==> src/rtl/huff_ahb_pkg.sv <==
// rtl/huff_ahb_pkg.sv - AHB-Lite encodings, writer states and codeword helpers for the Huffman writer
package huff_ahb_pkg;

    localparam logic [1:0] HTRANS_IDLE   = 2'b00;
    localparam logic [1:0] HTRANS_NONSEQ = 2'b10;
    localparam logic [2:0] HSIZE_WORD    = 3'b010;
    localparam logic [2:0] HBURST_SINGLE = 3'b000;

    typedef enum logic [2:0] {
        W_IDLE    = 3'd0,
        W_ADDR    = 3'd1,
        W_DATA    = 3'd2,
        W_TRAIL_A = 3'd3,
        W_TRAIL_D = 3'd4,
        W_DONE    = 3'd5,
        W_ERR     = 3'd6
    } wr_state_t;

    // Lengths above 16 are treated as a full 16-bit codeword.
    function automatic logic [4:0] clamp_len(input logic [4:0] len);
        return (len > 5'd16) ? 5'd16 : len;
    endfunction

endpackage

==> src/rtl/code_packer.sv <==
// rtl/code_packer.sv - LSB-first codeword accumulator producing 32-bit words, with zero-padded flush
module code_packer
    import huff_ahb_pkg::*;
(
    input  logic        i_clk,
    input  logic        i_rst,
    input  logic        i_clear,
    input  logic        i_enable,
    input  logic        i_flushing,
    input  logic        i_code_valid,
    input  logic [15:0] i_code_in,
    input  logic [4:0]  i_code_len,
    input  logic        i_word_ready,
    output logic        o_code_ready,
    output logic [31:0] o_word,
    output logic        o_word_valid,
    output logic        o_empty
);

    logic [63:0] r_acc;
    logic [6:0]  r_cnt;

    logic [4:0]  w_len;
    logic [16:0] w_mask;
    logic [63:0] w_ins;
    logic [63:0] w_acc_add;
    logic [6:0]  w_cnt_add;
    logic        w_accept;
    logic        w_push;

    assign w_len        = clamp_len(i_code_len);
    assign w_mask       = (17'd1 << w_len) - 17'd1;
    assign o_code_ready = i_enable & (r_cnt <= 7'd32);
    assign w_accept     = i_code_valid & o_code_ready;
    assign w_ins        = {47'd0, w_mask & {1'b0, i_code_in}} << r_cnt;
    assign w_acc_add    = w_accept ? (r_acc | w_ins) : r_acc;
    assign w_cnt_add    = w_accept ? (r_cnt + {2'b00, w_len}) : r_cnt;

    // Bits above cnt are always zero, so the low word doubles as the padded tail on flush.
    assign o_word       = r_acc[31:0];
    assign o_word_valid = (r_cnt >= 7'd32) | (i_flushing & (r_cnt != 7'd0));
    assign w_push       = o_word_valid & i_word_ready;
    assign o_empty      = (r_cnt == 7'd0);

    always_ff @(posedge i_clk) begin
        if (i_rst || i_clear) begin
            r_acc <= 64'd0;
            r_cnt <= 7'd0;
        end else if (w_push) begin
            if (r_cnt >= 7'd32) begin
                r_acc <= w_acc_add >> 32;
                r_cnt <= w_cnt_add - 7'd32;
            end else begin
                r_acc <= 64'd0;
                r_cnt <= 7'd0;
            end
        end else begin
            r_acc <= w_acc_add;
            r_cnt <= w_cnt_add;
        end
    end

endmodule

==> src/rtl/ahb_code_writer.sv <==
// rtl/ahb_code_writer.sv - AHB-Lite master writing packed Huffman words; AHB_WR_TRAILER_EN adds a bit-count trailer
module ahb_code_writer
    import huff_ahb_pkg::*;
#(
    parameter logic [31:0] OUT_BASE   = 32'd2001,
    parameter logic [31:0] LEN_ADDR   = 32'd2000,
    parameter int          FIFO_DEPTH = 4
) (
    input  logic        HCLK,
    input  logic        HRESET,
    input  logic        start,
    input  logic        code_valid,
    input  logic [15:0] code_in,
    input  logic [4:0]  code_len,
    output logic        code_ready,
    input  logic        flush,
    input  logic        HREADY,
    input  logic        HRESP,
    output logic [31:0] HADDR,
    output logic [31:0] HWDATA,
    output logic        HWRITE,
    output logic [1:0]  HTRANS,
    output logic [2:0]  HSIZE,
    output logic [2:0]  HBURST,
    output logic        busy,
    output logic        done,
    output logic        error,
    output logic [15:0] words_written
);

    localparam int          AW      = $clog2(FIFO_DEPTH);
    localparam logic [AW:0] PTR_ONE = {{AW{1'b0}}, 1'b1};
`ifdef AHB_WR_TRAILER_EN
    localparam wr_state_t W_END = W_TRAIL_A;
`else
    localparam wr_state_t W_END = W_DONE;
`endif

    wr_state_t   r_state;
    wr_state_t   w_state_nxt;
    logic        r_busy;
    logic        r_done;
    logic        r_error;
    logic        r_flushing;
    logic [15:0] r_words;
    logic [31:0] r_fifo [FIFO_DEPTH];
    logic [AW:0] r_wr_ptr;
    logic [AW:0] r_rd_ptr;

    logic [AW:0] w_count;
    logic        w_fifo_empty;
    logic        w_fifo_full;
    logic        w_push;
    logic        w_pop;
    logic        w_more;
    logic        w_err_hit;
    logic [31:0] w_word;
    logic        w_word_valid;
    logic        w_pk_empty;
    logic [31:0] w_trailer;

    code_packer u_packer (
        .i_clk        (HCLK),
        .i_rst        (HRESET),
        .i_clear      (start | w_err_hit),
        .i_enable     (r_busy & ~r_flushing),
        .i_flushing   (r_flushing),
        .i_code_valid (code_valid),
        .i_code_in    (code_in),
        .i_code_len   (code_len),
        .i_word_ready (~w_fifo_full),
        .o_code_ready (code_ready),
        .o_word       (w_word),
        .o_word_valid (w_word_valid),
        .o_empty      (w_pk_empty)
    );

    assign w_count      = r_wr_ptr - r_rd_ptr;
    assign w_fifo_empty = (w_count == '0);
    assign w_fifo_full  = w_count[AW];
    assign w_push       = w_word_valid & ~w_fifo_full;
    assign w_pop        = (r_state == W_DATA) & HREADY & ~HRESP;
    // Chaining straight back to an address phase keeps zero-wait throughput at one word per two cycles.
    assign w_more       = (w_count > PTR_ONE) | w_push;

`ifdef AHB_WR_TRAILER_EN
    logic [31:0] r_bit_count;

    always_ff @(posedge HCLK) begin
        if (HRESET || start) begin
            r_bit_count <= 32'd0;
        end else if (code_valid && code_ready) begin
            r_bit_count <= r_bit_count + {27'd0, clamp_len(code_len)};
        end
    end

    assign w_trailer = r_bit_count;
`else
    assign w_trailer = 32'd0;
`endif

    always_comb begin
        w_state_nxt = r_state;
        w_err_hit   = 1'b0;
        case (r_state)
            W_IDLE: begin
                if (!w_fifo_empty) begin
                    w_state_nxt = W_ADDR;
                end else if (r_flushing && w_pk_empty) begin
                    w_state_nxt = W_END;
                end
            end
            W_ADDR:    if (HREADY) w_state_nxt = W_DATA;
            W_DATA:    if (HREADY) w_state_nxt = w_more ? W_ADDR : W_IDLE;
            W_TRAIL_A: if (HREADY) w_state_nxt = W_TRAIL_D;
            W_TRAIL_D: if (HREADY) w_state_nxt = W_DONE;
            default: ;
        endcase
        if (HRESP && (r_state == W_ADDR || r_state == W_DATA ||
                      r_state == W_TRAIL_A || r_state == W_TRAIL_D)) begin
            w_err_hit   = 1'b1;
            w_state_nxt = W_ERR;
        end
    end

    always_ff @(posedge HCLK) begin
        if (HRESET) begin
            r_state    <= W_IDLE;
            r_busy     <= 1'b0;
            r_done     <= 1'b0;
            r_error    <= 1'b0;
            r_flushing <= 1'b0;
            r_words    <= 16'd0;
            r_wr_ptr   <= '0;
            r_rd_ptr   <= '0;
        end else if (start) begin
            r_state    <= W_IDLE;
            r_busy     <= 1'b1;
            r_done     <= 1'b0;
            r_error    <= 1'b0;
            r_flushing <= 1'b0;
            r_words    <= 16'd0;
            r_wr_ptr   <= '0;
            r_rd_ptr   <= '0;
        end else begin
            r_state <= w_state_nxt;
            if (flush && r_busy) r_flushing <= 1'b1;
            if (w_push) r_wr_ptr <= r_wr_ptr + PTR_ONE;
            if (w_pop) begin
                r_rd_ptr <= r_rd_ptr + PTR_ONE;
                r_words  <= r_words + 16'd1;
            end
            if (w_err_hit) begin
                r_error    <= 1'b1;
                r_busy     <= 1'b0;
                r_flushing <= 1'b0;
                r_wr_ptr   <= '0;
                r_rd_ptr   <= '0;
            end
            if (w_state_nxt == W_DONE && r_state != W_DONE) begin
                r_done     <= 1'b1;
                r_busy     <= 1'b0;
                r_flushing <= 1'b0;
            end
        end
    end

    always_ff @(posedge HCLK) begin
        if (w_push) r_fifo[r_wr_ptr[AW-1:0]] <= w_word;
    end

    always_comb begin
        HTRANS = HTRANS_IDLE;
        HWRITE = 1'b0;
        HADDR  = 32'd0;
        HWDATA = 32'd0;
        case (r_state)
            W_ADDR: begin
                HTRANS = HTRANS_NONSEQ;
                HWRITE = 1'b1;
                HADDR  = OUT_BASE + {16'd0, r_words};
            end
            W_TRAIL_A: begin
                HTRANS = HTRANS_NONSEQ;
                HWRITE = 1'b1;
                HADDR  = LEN_ADDR;
            end
            W_DATA:    HWDATA = r_fifo[r_rd_ptr[AW-1:0]];
            W_TRAIL_D: HWDATA = w_trailer;
            default: ;
        endcase
    end

    assign HSIZE         = HSIZE_WORD;
    assign HBURST        = HBURST_SINGLE;
    assign busy          = r_busy;
    assign done          = r_done;
    assign error         = r_error;
    assign words_written = r_words;

endmodule

==> config.mk <==
export PLATFORM = sky130hd
export DESIGN_NAME = ahb_code_writer
export DESIGN_NICKNAME = d
export VERILOG_FILES = /design/src/rtl/huff_ahb_pkg.sv /design/src/rtl/code_packer.sv /design/src/rtl/ahb_code_writer.sv
export SDC_FILE = /design/constraint.sdc
export NUM_CORES = 1
export LEC_CHECK = 0
export CAP_MARGIN = 25
export CORE_MARGIN = 2
export CORE_UTILIZATION = 52
export CTS_CLUSTER_SIZE = 10
export DETAILED_ROUTE_END_ITERATION = 12
export PLACE_DENSITY = 0.77
export SYNTH_ARGS = -nofsm -noshare
export SYNTH_HDL_FRONTEND = slang
export SYNTH_SLANG_ARGS = --single-unit
==> constraint.sdc <==
create_clock -name HCLK -period 3.2 [get_ports HCLK]
set_input_delay 0.48 -clock HCLK [delete_from_list [all_inputs] [get_ports HCLK]]
set_output_delay 0.48 -clock HCLK [all_outputs]
set_load 0.005 [all_outputs]
Yosys cells after proc, flatten, opt, wreduce, memory -nomap -nowiden
Memory sizes are Yosys's and may differ from the RTL's. A register that Yosys moved wholly into a read port is not among the register bits.
Index checks and enable logic that the tools add are counted.
W data, S select, Z words.
{ "totals": {"n_memories": 1, "output_inout_bits": 93, "ff_bits": 100, "input_bits": 28, "wordCells": 93, "mem_bits_rw": 128} }
{ "mem_list": {"columns": ["memory", "depth", "word_bits", "read_ports", "rd_clocked_by_memory_dff", "write_ports", "line_no", "text"], "rows": [
  ["r_fifo", 4, 32, 1, 1, 1, "ahb_code_writer.sv:46", "logic [31:0] r_fifo [FIFO_DEPTH];"]
]} }
{ "op_classes": {"eq_ne": 6, "muxes": 28, "n_bitwise": 15, "order_cmp": 4, "n_reduce_logical": 18, "add_sub_neg": 8, "shifts": 2} }
{ "ops": {"columns": ["cell", "n"], "rows": [
  ["$mux W64", 2],
  ["$mux W32", 2],
  ["$or A64 B64 Y64", 1],
  ["$shl A17 B7 Y64", 1],
  ["$pmux W17 S2", 1],
  ["$mux W3", 7],
  ["$mux W7", 3],
  ["$add A11 B16 Y17 const A", 1],
  ["$and A17 B16 Y17", 1],
  ["$shl A1 B5 Y17 const A", 1],
  ["$sub A17 B1 Y17 const B", 1],
  ["$add A16 B1 Y16 const B", 1],
  ["$pmux W3 S5", 1],
  ["$mux W1", 8],
  ["$add A7 B5 Y7", 1],
  ["$and A1 B1 Y1", 7],
  ["$ge A7 B6 Y1 const B", 1],
  ["$le A7 B6 Y1 const B", 1],
  ["$logic_not A7 Y1", 1],
  ["$reduce_bool A7 Y1", 1],
  ["$sub A7 B6 Y7 const B", 1],
  ["$add A3 B1 Y3 const B", 2],
  ["$eq A3 B2 Y1 const B", 2],
  ["$eq A3 B3 Y1 const B", 2],
  ["other kinds (17)", 31]
]} }

Logic depth before layout (Yosys ltp)
{ "depth": {"ltp_word": 13, "depth_mapped": 13, "mapped_depth_nobuf": 10} }

Hierarchy
A second synthesis with hierarchy kept.
{ "hier_totals": {"cells_unflattened": 1145, "hier_area_um2": 12142.9} }
{ "by_module_without_submodules": {"columns": ["mod", "cells_each", "instances", "seq_area_each_um2", "area_per_inst_um2"], "rows": [
  ["ahb_code_writer", 477, 1, 4464.3, 7041.8],
  ["code_packer", 668, 1, 1421.4, 5101.1]
]} }

Worst setup path after synthesis
OpenSTA, ideal clock, no wires.
{ "synth_timing": {"kind": "input to register", "from": "input code_len[4]", "to": "register u_packer.r_acc[31]", "setup_ps": 133, "arrival_time_ps": 3092, "required_ps": 3067, "path_buffers": 2, "path_stages": 12, "setup_slack_ps": -25, "cell_sequence": "buf_6 -> nor3_2 -> nand3b_1 -> ha_1 -> buf_4 -> nor3b_2 -> o21bai_1 -> a211oi_1 -> o32a_2 -> mux4_2 -> a211oi_1 -> nor3_1"} }
{ "synth_between": {"elab_chain_len": 10} }
{ "synth_lines": {"columns": ["element", "line_no", "text"], "rows": [
  ["from (decl)", "ahb_code_writer.sv:14", "input logic [4:0] code_len,"],
  ["$gt A5 B5 Y1", "huff_ahb_pkg.sv:21", "return (len > 5'd16) ? 5'd16 : len;"],
  ["$mux W5 *", "huff_ahb_pkg.sv:21", null],
  ["$shl A1 B5 Y17 *", "code_packer.sv:32", "assign w_mask = (17'd1 << w_len) - 17'd1;"],
  ["$sub A17 B1 Y17 *", "code_packer.sv:32", null],
  ["$and A17 B16 Y17 *", "code_packer.sv:35", "assign w_ins = {47'd0, w_mask & {1'b0, i_code_in}} << r_cnt;"],
  ["$shl A17 B7 Y64 *", "code_packer.sv:35", null],
  ["$or A64 B64 Y64 *", "code_packer.sv:36", "assign w_acc_add = w_accept ? (r_acc | w_ins) : r_acc;"],
  ["$mux W64 *", "code_packer.sv:36", null],
  ["$mux W32", "code_packer.sv:50", "if (r_cnt >= 7'd32) begin"],
  ["$mux W64 *", "code_packer.sv:49", "end else if (w_push) begin"],
  ["to (signal assigned)", "code_packer.sv:51", "r_acc <= w_acc_add >> 32;"],
  ["to (signal assigned)", "code_packer.sv:58", "r_acc <= w_acc_add;"],
  ["to (decl)", "code_packer.sv:20", "logic [63:0] r_acc;"]
]} }
Every way passes the cells marked *; elsewhere a longest branch is shown, timed or not. The select of a mux whose other input is x is not followed.
A chain may end at the register's enable or synchronous reset.

Worst setup path after layout
{ "layout_timing": {"from": "register r_words[0], in the netlist words_written[0]", "to": "output HADDR[14]"} }
{ "layout_between": {"elab_chain_len": 2} }
{ "layout_lines": {"columns": ["element", "line_no", "text"], "rows": [
  ["from (decl)", "ahb_code_writer.sv:45", "logic [15:0] r_words;"],
  ["from (signal assigned)", "ahb_code_writer.sv:151", "r_words <= r_words + 16'd1;"],
  ["$add A11 B16 Y17", "ahb_code_writer.sv:181", "HADDR = OUT_BASE + {16'd0, r_words};"],
  ["$pmux W17 S2", "ahb_code_writer.sv:177", "case (r_state)"],
  ["to (decl)", "ahb_code_writer.sv:19", "output logic [31:0] HADDR,"]
]} }
Every way passes these cells.

==> results.json <==
{
  "grt_start_max_net_pins": 39,
  "power.leakage_uw": 0.005072,
  "path_class": "reg -> out",
  "min_period_over_period_pct": 97.56,
  "first_iter_violations": 885,
  "holdWs_ps": 445.5,
  "ys.flop_type": "edfxtp_1",
  "path_clk_slew_ps": 50,
  "grt_pass1_vias": 8905,
  "globalRouteOverflowTotal": 0,
  "firstDrtPassIters": 6,
  "antenna_found_initial": 0,
  "r2r-end": "busy$_SDFFE_PP0P_",
  "endpoint": "HADDR[14]",
  "routabilityCongestion": 0.9634,
  "core-area_um2": 21890,
  "grt_pass1_wl_um": 47950,
  "die_h_um": 153.5,
  "cp.depth": 9,
  "n_antenna_cell": 0,
  "fin_util_pct": 65.02,
  "ys_async_sr_fraction_pct": 0,
  "ff2ff_setup_slack_ps": 310,
  "power_uw": 6268,
  "rows": 54,
  "place_inst": 1473,
  "portBuffers": 98,
  "final_max_slew_viol_count": 0,
  "syn_area_um2": 11620,
  "ctsHoldBuffers": 0,
  "drive_above_1_share_pct": 17.55,
  "ir_drop_mv": 0.3439,
  "status": "finished clean",
  "ant_nets": 0,
  "n_fill_cell": 1742,
  "maxCapViolCount": 0,
  "hold_violations": 0,
  "layout_common_cells": "128 x edfxtp_1, 98 x clkdlybuf4s50_1, 96 x buf_4",
  "ys.warnings.count": 0,
  "cpMaxStageDelayCell": "clkdlybuf4s50_1",
  "crit_buf_inv": 2,
  "drt-total-wl_um": 30040,
  "power_density_nw_per_um2": 440.4,
  "slowest_delay_ps": 510,
  "cts_buffers": 27,
  "clock_sinks": 230,
  "syn_inst": 1074,
  "start_util_pct": 53.06,
  "path_cells": "ha_4 -> and3_4 -> o21ai_4 -> nand2_2 -> nor4_2 -> buf_4 -> or3_1 -> a21oi_1 -> clkdlybuf4s50_1",
  "fmax_mhz": 320.3,
  "min_period_ps": 3122,
  "worst_slew_pin_slew_ps": 878.0,
  "dp_hpwl_um": 20800,
  "vias": 9178,
  "ys_types": 90,
  "h-tree-depth": 1,
  "cp_top_family": "simple AND/OR/NAND/NOR gates",
  "ys_seq_area_share_pct": 50.67,
  "cts_tree": "done",
  "crit_path_end_kind": "primary output",
  "cts-root-buf": "clkbuf_16",
  "crit_fanout": 6,
  "viasPerCell": 6.030,
  "final-seq-area_um2": 5897,
  "start_kind": "flop",
  "rr_worst_depth": 10,
  "min_path_type": "reg -> reg",
  "fp.dieW_um": 153.5,
  "wire_per_inst_um": 19.73,
  "relSlewSlack_pct": 41.02,
  "ys_seq_elements": 230,
  "grt.total_usage_pct": 25.17,
  "final_cells": 1522,
  "drc": 0,
  "fin_skew_ps": 14.29,
  "syn2layout_area_growth_pct": 22.53,
  "dieArea_um2": 23550,
  "critPathArrivalTime_ps": 2640,
  "multi_input_area_um2": 5308,
  "fin_nets": 1264,
  "rsz0062_at_grt": "true",
  "cp-startpoint": "words_written[0]$_SDFFE_PP0P_",
  "max-clock-path-buffers": 3,
  "clk_latency_ps": 530,
  "reg2reg_from": "r_wr_ptr[0]$_SDFFE_PP0P_",
  "setup_violations": 0,
  "critPathRequiredTime_ps": 2720,
  "synth_edf_count": 128,
  "final_common_cell": "edfxtp_1",
  "num_io_pins": 121,
  "synth.avg_cell_area_um2": 10.82
}
==> per-stage QoR <==
stage / area (µm²) / setup WS [ps] / TNS, ps
after floorplan: 11700 / 68.14 / 0
after detailed placement: 13370 / -517.2 / -15060
final: 14230 / 78.20 / 0
after global routing: 14230 / -44.62 / -116.2
after CTS: 14170 / 12.43 / 0
after global placement: 13370 / -402.6 / -11260
==> how the worst min path moves through the flow <==
stage                                       start                             to  cells past startpoint
finish                          done$_SDFFE_PP0P_              done$_SDFFE_PP0P_                      2
global route                    done$_SDFFE_PP0P_              done$_SDFFE_PP0P_                      2
CTS                             done$_SDFFE_PP0P_              done$_SDFFE_PP0P_                      2
detailed placement              done$_SDFFE_PP0P_              done$_SDFFE_PP0P_                      2
global placement    u_packer.r_acc[47]$_SDFF_PP0_  u_packer.r_acc[47]$_SDFF_PP0_                      2
floorplan           u_packer.r_acc[47]$_SDFF_PP0_  u_packer.r_acc[47]$_SDFF_PP0_                      2
==> final cells by class <==
| cell class | count | share of cell area, % |
|---|---|---|
| multi-input combinational | 743 | 37.29 |
| tap | 280 | 2.461 |
| timing repair buffer | 201 | 12.94 |
| inverter | 20 | 0.5274 |
| sequential | 230 | 41.43 |
| clock inverter | 3 | 0.1319 |
| clock buffer | 45 | 5.222 |
==> registers in the layout, summed over array words and instances (netlist names), named ones only <==
name            flops
busy                1
done                1
error               1
r_fifo            128
r_flushing          1
r_rd_ptr            3
r_state             3
r_wr_ptr            3
u_packer.r_acc     64
u_packer.r_cnt      7
words_written      16
==> power by group <==
group	switching (µW)	internal, µW	leakage, µW	total [µW]
logic	257	207	0.00261	465
registers	13.3	3100	0.00210	3120
clock network	1120	1570	0.000366	2690
==> tightest hold or removal path, cell delays in order, from the launching register on <==
cell	delay [ps]
dfxtp_1	300
inv_1	40
a21oi_1	50
==> cell families after synthesis <==
kind of cell,Yosys count,share of synthesized area [%]
other,2,0.06465
buffers and inverters,121,5.116
xor gates and xnor gates,33,2.607
AOI/OAI and AO/OA,268,15.70
muxes,49,8.251
and+or+nand+nor,357,16.04
adders and majority gates,14,1.551
DFF,230,50.67
==> metal layers <==
metal	up-vias	share of wire, %	track usage (%)
met5	-	0	0
met1	4411	42	34.94
met4	0	2.8	7.427
li1	4293	-	-
met2	395	47	41.67
met3	79	7.3	3.317
==> cells in the mapped netlist, drive strengths merged, types with 7 or more instances <==
cell type	count	area share (%)
nand2	68	2.2
mux4	37	7.2
o21ai	38	1.7
and3	24	1.3
dfxtp	102	18
o22ai	15	0.81
nor2b	48	2.6
or2	7	0.38
ha	12	1.3
nand3	35	1.5
o211ai	10	0.65
mux2i	8	0.69
or3	7	0.38
a211oi	22	1.4
and2	15	0.81
inv	19	0.61
edfxtp	128	33
clkbuf	53	1.7
a21o	8	0.52
a31oi	17	0.92
a22oi	10	0.65
nor2	85	2.8
a21oi	70	3.0
nand2b	15	0.81
buf	48	2.8
xor2	14	1.1
nor3	20	1.1
xnor2	18	1.4
==> what timing repair did <==
| action | 4_1_cts | 5_1_grt |
|---|---|---|
| pin swaps | 1 | 1 |
| gates resized for setup | 11 | 18 |
| gates cloned | 0 | 0 |
| endpoints found under the setup margin | 7 | 33 |
| buffers inserted | 1 | 0 |
Power figures use the tool's default switching activity.
==> patch 1, RTL diff (same settings) <==
The parameter `FIFO_DEPTH` goes from 4 to 2.
--- a/src/rtl/ahb_code_writer.sv
+++ b/src/rtl/ahb_code_writer.sv
@@ -4,7 +4,7 @@
 #(
     parameter logic [31:0] OUT_BASE   = 32'd2001,
     parameter logic [31:0] LEN_ADDR   = 32'd2000,
-    parameter int          FIFO_DEPTH = 4
+    parameter int          FIFO_DEPTH = 2
 ) (
     input  logic        HCLK,
     input  logic        HRESET,
Behaviour: no difference found for any inputs over 4 cycles, from zero or initial values and one cycle with HRESET high; that may be too few to reach the edited logic, so the function may still have changed.
==> patch 1 against the unedited design <==
Area after synthesis shrank 22%; first-iteration DRC count decreased by 16%; die area down 22%; final cell count is 11% lower; total power is 27% lower; design area down 21%; critical path type unchanged; worst setup slack improved by 0.030 ns; wire length down 19%; clock skew barely moved; sequential cell count decreased by 67.
==> patch 1: results (changes against the unedited design) <==
Final GP Congestion=1.04 (+8.4%); vias in the first global route=7249 (-19%); largest net degree at the start of global routing=34 (-13%); Post-Synth Adder-Cell Area=1.19% (-0.36 points); Tot GR Track Use=26.3% (+1.2 points); LEAKAGE=4.20 nW (-17%); status=complete, no violations; Final HPWL DP=17400 um (-16%); starting DRC count in detailed routing=740 (-16%); maximum vdd drop=0.000375 V (+9.0%); Psw=1.09 mW (-22%); wire per inst=17.8 um (-9.8%); commonest cells in the netlist=130 x nor2_1, 99 x dfxtp_1, 75 x nand2_1, 68 x a21oi_1, 64 x edfxtp_1; CP max FO=5 (-1); first-pass GRT wire length=38300 um (-20%); vias per inst=5.98 (-0.88%); fillcell total=1384 (-21%); fraction of layout cells with a size suffix above 1=14.6% (-3.0 points); synth unique cells=96 (+6.7%); post-synth top area share=21.9% (-11 points); Num CTS Buffers=17 (-37%); crit path DAT=2.61 ns (-0.03 ns); worst slack at placement=-0.444 ns (+0.0730 ns); Worst-Margin Slew=0.787 ns (-0.0908 ns); Final nets=1157 (-8.5%); Compound-Gate Fraction of Synth Area=19.5% (+3.8 points); number of synthesized flops with an enable pin=64 (-50%); worst hold slack=0.455 ns (+0.00950 ns)
## patch 1: cell types whose count changed in the layout (fill, tap and decap cells not counted), moves of 9 or more
cell       delta
nor2_1       +43
clkbuf_16    -10
edfxtp_1     -64
mux4_2       -32
buf_4        -14
nor2b_1      -36
clkbuf_1     -14
nand3_1       -9
a211oi_1     -11
mux2i_1      +37
## patch 1: area by class of cell
class | count | share of cell area (%)
flip-flops and latches | 163 | 34.8
inverters | 18 | 0.601
well taps | 225 | 2.51
clock buffers | 25 | 4.35
clock inverters | 7 | 0.657
repair buffers | 182 | 14.6
multi-input cells | 739 | 42.6
## patch 1: worst paths after layout
kind	from	end	cells after the start
setup reg to reg	u_packer.r_cnt[0]	u_packer.r_cnt[6]	9
setup / recovery	words_written[0]	HADDR[12]	9
hold reg to reg	error	error	2
hold / removal	error	error	2
## patch 1: per-stage QoR
stage                     cells  area (sq um)
after floorplan            1022          9170
after CTS                  1350         11100
after global routing       1359         11200
after detailed placement   1318         10500
final                      1359         11200
after global placement     1318         10500
## patch 1: power groups by stage
| stage | Clock, mW | Sequential [mW] | Combinational (mW) |
|---|---|---|---|
| final | 1.94 | 2.17 | 0.492 |
| after global routing | 2.04 | 2.17 | 0.527 |
| after CTS | 1.95 | 2.17 | 0.471 |
| after detailed placement | 0 | 2.21 | 0.467 |
| after global placement | 0 | 2.21 | 0.462 |
| after floorplan | 0 | 2.21 | 0.300 |
## patch 1: timing repair
action | CTS | global route
setup buffers | 0 | 9
resized for setup | 9 | 19
pin swaps | 3 | 10
endpoints found under the setup margin | 11 | 44
## patch 1: cell families after synthesis
kind of cell             after synthesis
multiplexers                          58
XOR/XNOR                              32
AND/OR/NAND/NOR                      363
buffers and inverters                120
AO/OA/AOI/OAI                        256
other                                  2
adder cells (fa/ha/maj)                8
flip-flops                           163
## patch 1: critical path, delay by kind of cell (launching register included)
kind / cells / cell delay, ns
xor+xnor: 1 / 0.13
flops: 1 / 0.34
buf+inv: 1 / 0.51
fa+ha+maj: 1 / 0.20
simple gates: 5 / 0.78
compound gates: 1 / 0.22
## patch 1: layer usage
metal	track usage, %	wire length (um)	vias up
met4	10.2	637	0
li1	-	-	3854
met1	36.0	10600	3857
met2	41.5	11200	360
met5	0	0	-
met3	4.88	1770	52
==> patch 2, RTL diff (config.mk and constraints unchanged) <==
Made on the original files. The 7 states of `wr_state_t` get a one-hot encoding in 7 bits.
--- a/src/rtl/huff_ahb_pkg.sv
+++ b/src/rtl/huff_ahb_pkg.sv
@@ -6,14 +6,14 @@
     localparam logic [2:0] HSIZE_WORD    = 3'b010;
     localparam logic [2:0] HBURST_SINGLE = 3'b000;
 
-    typedef enum logic [2:0] {
-        W_IDLE    = 3'd0,
-        W_ADDR    = 3'd1,
-        W_DATA    = 3'd2,
-        W_TRAIL_A = 3'd3,
-        W_TRAIL_D = 3'd4,
-        W_DONE    = 3'd5,
-        W_ERR     = 3'd6
+    typedef enum logic [6:0] {
+        W_IDLE    = 7'b0000001,
+        W_ADDR    = 7'b0000010,
+        W_DATA    = 7'b0000100,
+        W_TRAIL_A = 7'b0001000,
+        W_TRAIL_D = 7'b0010000,
+        W_DONE    = 7'b0100000,
+        W_ERR     = 7'b1000000
     } wr_state_t;
 
     // Lengths above 16 are treated as a full 16-bit codeword.
Formal check against the unedited RTL: no difference found for any inputs over 4 cycles, from zero or initial values and one cycle with HRESET high; so few cycles prove little.
==> patch 2 against the unedited design <==
Register-to-register slack got worse by 0.05 ns; largest power group unchanged; area after synthesis rose by 2.1%; count of clock-buffer cells in the layout up 1; sequential cell count up 4; total power is 1.6% higher; die area increased by 2.1%; wire length shrank 1.3%; worst setup slack better by 0.046 ns; design area is 1.3% higher.
==> patch 2: results (changes against the unedited design) <==
FF-to-FF End=u_packer.r_acc[23]; Min-Delay Endpoint=u_packer.r_acc[47]; non-filler cells in the finished layout=1544 (+1.4%); crit path DAT=3.49 ns (+0.85 ns); r2r setup slk=0.26 ns (-0.05 ns); worst slack at placement=-0.431 ns (+0.0858 ns); Max-slew headroom=31.1% (-9.9 points); sequential share of the synthesized area=50.3% (-0.38 points); Final GP Congestion=0.976 (+1.3%); Post-Synth Adder-Cell Area=1.60% (+0.052 points); Logic power comb=0.475 mW (+2%); Hold Startpoint=u_packer.r_acc[47]; worst setup path end=u_packer.r_acc[32]; WL final=29600 um (-1.3%); post-synthesis mux area share=8.02% (-0.23 points); starting DRC count in detailed routing=958 (+8.2%); Final Skew=0.0169 ns (+0.00266 ns); status=complete, no violations; DRT Pass-1 Iters=5 (-1); Final nets=1282 (+1.4%); XOR/XNOR Fraction of Synth Area=2.40% (-0.20 points); vias in the first global route=8736 (-1.9%); synth unique cells=88 (-2.2%); LEAKAGE=5.21 nW (+2.8%); Tcrit/Tclk final=96.1% (-1.4 points)
patch 2: cell types whose count changed after synthesis, sizes merged, moves of 9 or more:
cell | unedited run | this run
o21ai | 38 | 54
clkbuf | 53 | 42
a21oi | 70 | 61
a31oi | 17 | 8
buf | 48 | 57
nor2 | 85 | 96
nor3 | 20 | 32
nand3 | 35 | 24
patch 2: critical path, cell delays in order:
cell and delay, ns:
clkdlybuf4s50_1 0.43, nor3_2 0.24, nand3_1 0.17, ha_4 0.23
and2_1 0.17, buf_4 0.14, o211ai_1 0.35, a211o_1 0.21
a21boi_0 0.14, mux4_2 0.56, a221oi_2 0.29, nor2_1 0.07
patch 2: kinds of logic after synthesis:
| logic type | Yosys count |
|---|---|
| AO/OA/AOI/OAI | 279 |
| XOR/XNOR | 31 |
| adder cells (fa/ha/maj) | 14 |
| buffers and inverters | 126 |
| flip-flops | 234 |
| multiplexers | 51 |
| other | 2 |
| AND/OR/NAND/NOR | 361 |
patch 2: area by class of cell:
| class | instances | area (sq um) |
|---|---|---|
| fillers | 1777 | 8080 |
| inverters | 27 | 101 |
| multi-input cells | 758 | 5440 |
| clock buffers | 46 | 767 |
| flip-flops and latches | 234 | 5980 |
| clock inverters | 1 | 8.76 |
| diodes | 1 | 2.50 |
| repair buffers | 192 | 1770 |
| well taps | 285 | 357 |
patch 2: routing by layer:
metal	track usage (%)	up-vias	wire, um
met4	8.29	0	872
li1	-	4394	-
met5	0	-	0
met2	38.3	403	13600
met3	3.18	77	2220
met1	34.8	4428	13000
patch 2: repair_timing:
item	CTS	global route
hold buffers	0	0
gates resized for setup	6	21
pin swaps	1	1
endpoints found under the setup margin	6	25
setup buffers	1	3
